### config.mk
export PLATFORM = sky130hd
export DESIGN_NAME = dot_frame_buffer_flat
export DESIGN_NICKNAME = d
export VERILOG_FILES = /design/src/rtl/dot_frame_buffer_if.sv /design/src/rtl/dot_frame_buffer.sv /design/src/flat_wrapper.sv
export SDC_FILE = /design/constraint.sdc
export NUM_CORES = 1
export LEC_CHECK = 0
export ABC_AREA = 1
export CAP_MARGIN = 20
export CORE_UTILIZATION = 51
export DETAILED_ROUTE_END_ITERATION = 10
export HOLD_SLACK_MARGIN = 0.06
export MAX_ROUTING_LAYER = met4
export PLACE_DENSITY = 0.74
export SLEW_MARGIN = 20
export SYNTH_ARGS = -nofsm -noshare
export SYNTH_HDL_FRONTEND = slang
export SYNTH_SLANG_ARGS = --single-unit
### constraint.sdc
create_clock -name clk -period 13.25 [get_ports clk]
set_input_delay 2.65 -clock clk [delete_from_list [all_inputs] [get_ports clk]]
set_output_delay 2.65 -clock clk [all_outputs]
set_load 0.005 [all_outputs]
### src/rtl/dot_frame_buffer_if.sv
// Write/commit/scan bus of the double-buffered dot-matrix frame store.
interface dot_frame_buffer_if #(
  parameter int unsigned COLS = 14
);
  logic            wr_en;
  logic [3:0]      wr_row;
  logic [COLS-1:0] wr_data;
  logic            clear;
  logic            commit;
  logic            frame_sync;
  logic [3:0]      rd_row;
  logic [COLS-1:0] rd_data;
  logic            busy;
  logic            swap_done;

  modport master (
    output wr_en, wr_row, wr_data, clear, commit, frame_sync, rd_row,
    input  rd_data, busy, swap_done
  );

  modport slave (
    input  wr_en, wr_row, wr_data, clear, commit, frame_sync, rd_row,
    output rd_data, busy, swap_done
  );
endinterface

### src/rtl/dot_frame_buffer.sv
// Double-buffered ROWS x COLS frame store; banks swap only on the scanner's
// frame boundary so a displayed frame is never torn.
module dot_frame_buffer #(
  parameter int unsigned ROWS = 10,
  parameter int unsigned COLS = 14
) (
  input logic               clk,
  input logic               rst,
  dot_frame_buffer_if.slave bus
);

  typedef enum logic [1:0] {IDLE, CLEARING, PENDING} state_t;

  localparam logic [3:0] ROW_LAST = 4'(ROWS - 1);

  state_t          state, state_d;
  logic [3:0]      cnt, cnt_d;
  logic            front;
  logic            back;
  logic            wr_hit;
  logic            clr_hit;
  logic            swap;
  logic [COLS-1:0] bank [2][ROWS];

  assign back     = ~front;
  assign bus.busy = (state != IDLE);

  // Next-state and per-cycle storage actions.
  always_comb begin
    state_d = state;
    cnt_d   = cnt;
    wr_hit  = 1'b0;
    clr_hit = 1'b0;
    swap    = 1'b0;
    case (state)
      IDLE: begin
        if (bus.clear) begin
          state_d = CLEARING;
          cnt_d   = '0;
        end else begin
          wr_hit = bus.wr_en && (bus.wr_row <= ROW_LAST);
          if (bus.commit) state_d = PENDING;
        end
      end
      CLEARING: begin
        clr_hit = 1'b1;
        cnt_d   = cnt + 4'd1;
        if (cnt == ROW_LAST) begin
          state_d = IDLE;
          cnt_d   = '0;
        end
      end
      PENDING: begin
        if (bus.frame_sync) begin
          swap    = 1'b1;
          state_d = IDLE;
        end
      end
      default: state_d = IDLE;
    endcase
  end

  // State and clear-row counter registers.
  always_ff @(posedge clk or posedge rst) begin
    if (rst) begin
      state <= IDLE;
      cnt   <= '0;
    end else begin
      state <= state_d;
      cnt   <= cnt_d;
    end
  end

  // Bank select toggle and one-cycle swap acknowledge.
  always_ff @(posedge clk or posedge rst) begin
    if (rst) begin
      front         <= 1'b0;
      bus.swap_done <= 1'b0;
    end else begin
      if (swap) front <= ~front;
      bus.swap_done <= swap;
    end
  end

  // Back-bank writes: clear rows take priority over host writes.
  always_ff @(posedge clk or posedge rst) begin
    if (rst) begin
      for (int unsigned b = 0; b < 2; b++)
        for (int unsigned r = 0; r < ROWS; r++)
          bank[b][r] <= '0;
    end else if (clr_hit) begin
      bank[back][cnt] <= '0;
    end else if (wr_hit) begin
      bank[back][bus.wr_row] <= bus.wr_data;
    end
  end

  // Registered front-bank read; the old front is still used on the swap edge.
  always_ff @(posedge clk or posedge rst) begin
    if (rst) begin
      bus.rd_data <= '0;
    end else if (bus.rd_row <= ROW_LAST) begin
      bus.rd_data <= bank[front][bus.rd_row];
    end else begin
      bus.rd_data <= '0;
    end
  end

endmodule
### src/flat_wrapper.sv
// flat-port wrapper written by rule: the top's interface ports become plain ports
module dot_frame_buffer_flat 
#(
  parameter int unsigned ROWS = 10,
  parameter int unsigned COLS = 14
)
  (clk, rst, bus_wr_en, bus_wr_row, bus_wr_data, bus_clear, bus_commit, bus_frame_sync, bus_rd_row, bus_rd_data, bus_busy, bus_swap_done);
  dot_frame_buffer_if #(.COLS(COLS)) bus_i ();
  input logic clk;
  input logic rst;
  input wire logic [$bits(bus_i.wr_en)-1:0] bus_wr_en;
  input wire logic [$bits(bus_i.wr_row)-1:0] bus_wr_row;
  input wire logic [$bits(bus_i.wr_data)-1:0] bus_wr_data;
  input wire logic [$bits(bus_i.clear)-1:0] bus_clear;
  input wire logic [$bits(bus_i.commit)-1:0] bus_commit;
  input wire logic [$bits(bus_i.frame_sync)-1:0] bus_frame_sync;
  input wire logic [$bits(bus_i.rd_row)-1:0] bus_rd_row;
  output wire logic [$bits(bus_i.rd_data)-1:0] bus_rd_data;
  output wire logic [$bits(bus_i.busy)-1:0] bus_busy;
  output wire logic [$bits(bus_i.swap_done)-1:0] bus_swap_done;
  assign bus_i.wr_en = bus_wr_en;
  assign bus_i.wr_row = bus_wr_row;
  assign bus_i.wr_data = bus_wr_data;
  assign bus_i.clear = bus_clear;
  assign bus_i.commit = bus_commit;
  assign bus_i.frame_sync = bus_frame_sync;
  assign bus_i.rd_row = bus_rd_row;
  assign bus_rd_data = bus_i.rd_data;
  assign bus_busy = bus_i.busy;
  assign bus_swap_done = bus_i.swap_done;
  dot_frame_buffer #(.ROWS(ROWS), .COLS(COLS)) u_core (.clk(clk), .rst(rst), .bus(bus_i));
endmodule
==> run metrics <==
postcts setup bufs 0; row count 66; Yosys reg bits 302; Clk pwr share 0.301; unrepaired setup endpoints after global routing false; Final ANT Viol Nets 0; Placed Area 17,600 sq um; R2R Path Start u_core.front$_DFFE_PP0P_; final count of negative-setup-slack endpoints 0; most frequent CP cell nand2_1; CTS Buffer Depth 3; Num CTS Buffers 35; post-layout min period 5220 ps; post-synth net total 2,580; Cell variety after synth 28; fmax 191 MHz; total wire length 56,200 um; sequential share of the synthesized area 0.440; crit path max fanout 15; CP Capture Type flop; fin. max-slew vios 0; routed vias 16,848; Reg2Reg Setup Slack 9600 ps; number of antenna violations at the first check in global routing 2; Main synth FF type dfrtp_1; endpoints failing hold 0; Final WS setup 8030 ps; ys async rst share 1.00; final period utilization 0.394; post-layout utilization of the core 0.570; IO Count 44; most common cell in the synthesized netlist nand2_1; Synth top area share 0.440; # port buffers 43; CP cell instances clkdlybuf4s50_1 -> nor2_2 -> nand3_1 -> nor2_1 -> nand2_1 -> nand2_2 -> nand2_1 -> nand2_1; worst slack, placed 7470 ps; Clock Latency Late Sink 530 ps; clock slew at reported path FFs 60 ps; post_cts resized 0; relative slew slack 0.291; EDFF count, synth 0; initial core utilization 0.523; first-pass GRT wire length 87,700 um; VDD IR max 0.000118 V; Required @ worst endpoint 13,700 ps; DR iter-0 viols 1,801; Commonest cells post-synth nand2_1 (921), nand3_1 (441), dfrtp_1 (302), inv_1 (281), o21ai_0 (222); kind of critical path input pin to flop; fin area 18,700 sq um; Syn. warnings 0; P_sw 1.31 mW; CP startpoint kind input pin; Area Overhead vs Synth 8.95%; core box area 32,800 sq um; combinational cell fraction of total power 0.345; die area 34,400 sq um; Hold Crit Class flop to flop; synth top area cells dfrtp_1 (44%), nand2_1 (20%), nand3_1 (13%), o21ai_0 (6.5%), inv_1 (6.1%); share of layout cells above drive strength 1 0.0504; post-DR vias/cell 5.72; sequential power share 0.354; Synth area leader dfrtp_1; Mean Syn Cell Area 6.72 sq um; R2R cell count 5; Sink Count 302; H-Tree Depth 2; hold_sp u_core.bank[78]$_DFFE_PP0P_; largest net degree at the start of global routing 146; Final TNS setup 0 ps; vias in the first global route 15,728; sw frac 0.416; crit-path max cell delay 840 ps; Hold Crit Depth 2; Die Y 185 um; First-pass DRT Iterations 6; drt drc 0; RePlAce Congestion 0.949; Worst path slowest cell nor2_1; root buffer cell clkbuf_16; Max-cap violations 0; GRT Total Usage 0.343; status finished, final reports clean; TritonCTS clock tree built; Leak 9.41 nW; fin nets 2,505; die width 185 um; Worst-Margin Slew 1060 ps; Post-DP HPWL 34,300 um; internal power 1.83 mW; worst hold endpoint u_core.bank[78]$_DFFE_PP0P_; Critical Path AT 5670 ps; Pwr Total 3.14 mW; PD cells 168 nW/um^2; Post-Syn Area 17,200 sq um; reg-to-reg endpoint u_core.bank[21]$_DFFE_PP0P_; clock skew 27.6 ps; post-synthesis cell count 2,552; final global-route overflow total 0; hold_buf cts 0; wire per inst 19.1 um
critical path: cells and delay by family:
family	cells	cell delay (ps)
simple gates	7	2490
buf+inv	1	510
how the worst max path moves through the flow:
stage | startpoint | endpoint | slack (ps) | depth (start not counted)
after floorplan | rst | u_core.bank[0]$_DFFE_PP0P_ | 2250 | 1
after global placement | rst | u_core.bank[110]$_DFFE_PP0P_ | 7560 | 4
after detailed placement | bus_wr_row[3] | u_core.bank[110]$_DFFE_PP0P_ | 7470 | 8
after CTS | bus_wr_row[3] | u_core.bank[110]$_DFFE_PP0P_ | 8000 | 8
after global routing | bus_wr_row[3] | u_core.bank[107]$_DFFE_PP0P_ | 7800 | 8
final | bus_wr_row[3] | u_core.bank[110]$_DFFE_PP0P_ | 8030 | 8
cells in the final DEF, fill, tap and decap left out, types with 2 or more instances in the layout:
cell type / count
nor2_1: 127
nand3_1: 441
inv_4: 2
clkbuf_1: 9
o21ai_2: 6
o21ai_0: 222
clkbuf_16: 36
clkinv_2: 7
diode_2: 2
buf_4: 26
inv_1: 279
xor2_1: 2
a21oi_1: 8
o211ai_1: 3
nor2_2: 17
o22ai_1: 9
clkbuf_8: 5
inv_2: 3
dfrtp_1: 301
clkinvlp_4: 3
nand2_1: 920
o21ai_1: 11
nand2_2: 8
clkdlybuf4s50_1: 42
sequential cells by signal, indices dropped and copies added (netlist names):
signal / flops
u_core.bank: 280
u_core.bus.rd_data: 14
u_core.cnt: 4
u_core.state: 2
u_core.bus.swap_done: 1
u_core.front: 1
cells by family (layout without fill, tap and decap cells):
family | Yosys count | count (layout) | synth area share
AO/OA/AOI/OAI | 261 | 261 | 0.0792
XOR/XNOR | 2 | 2 | 0.00102
buffers and inverters | 469 | 419 | 0.110
flip-flops | 302 | 302 | 0.440
other | 0 | 2 | 0
AND/OR/NAND/NOR | 1518 | 1518 | 0.369
metrics by stage:
stage | hold WS, ps | std cells
after floorplan | 459 | 2552
after global placement | 483 | 2882
after detailed placement | 484 | 2882
after CTS | 500 | 2944
after global routing | 525 | 2946
final | 504 | 2946
layout make-up:
cell class | instances | area [sq um]
antenna | 2 | 5.00
clock buffer | 50 | 1000
clock inverter | 12 | 108
fill | 3118 | 14100
inverter | 286 | 1090
multi-input combinational | 1781 | 7720
sequential | 302 | 7560
tap | 442 | 553
timing repair buffer | 71 | 652
per-layer routing:
metal,share of wire,vias to the layer above,track usage
li1,-,7824,-
met1,0.40,7918,0.437
met2,0.45,900,0.523
met3,0.093,206,0.0547
met4,0.058,0,0.189
met5,0,-,-
power groups by stage:
| stage | Sequential [mW] | Combinational, mW | Clock (mW) |
|---|---|---|---|
| after floorplan | 1.09 | 0.779 | 0 |
| after global placement | 1.12 | 1.04 | 0 |
| after detailed placement | 1.13 | 1.05 | 0 |
| after CTS | 1.11 | 1.06 | 0.956 |
| after global routing | 1.12 | 1.18 | 0.991 |
| final | 1.11 | 1.08 | 0.945 |
Note: power is estimated with default switching activity, not from simulation.
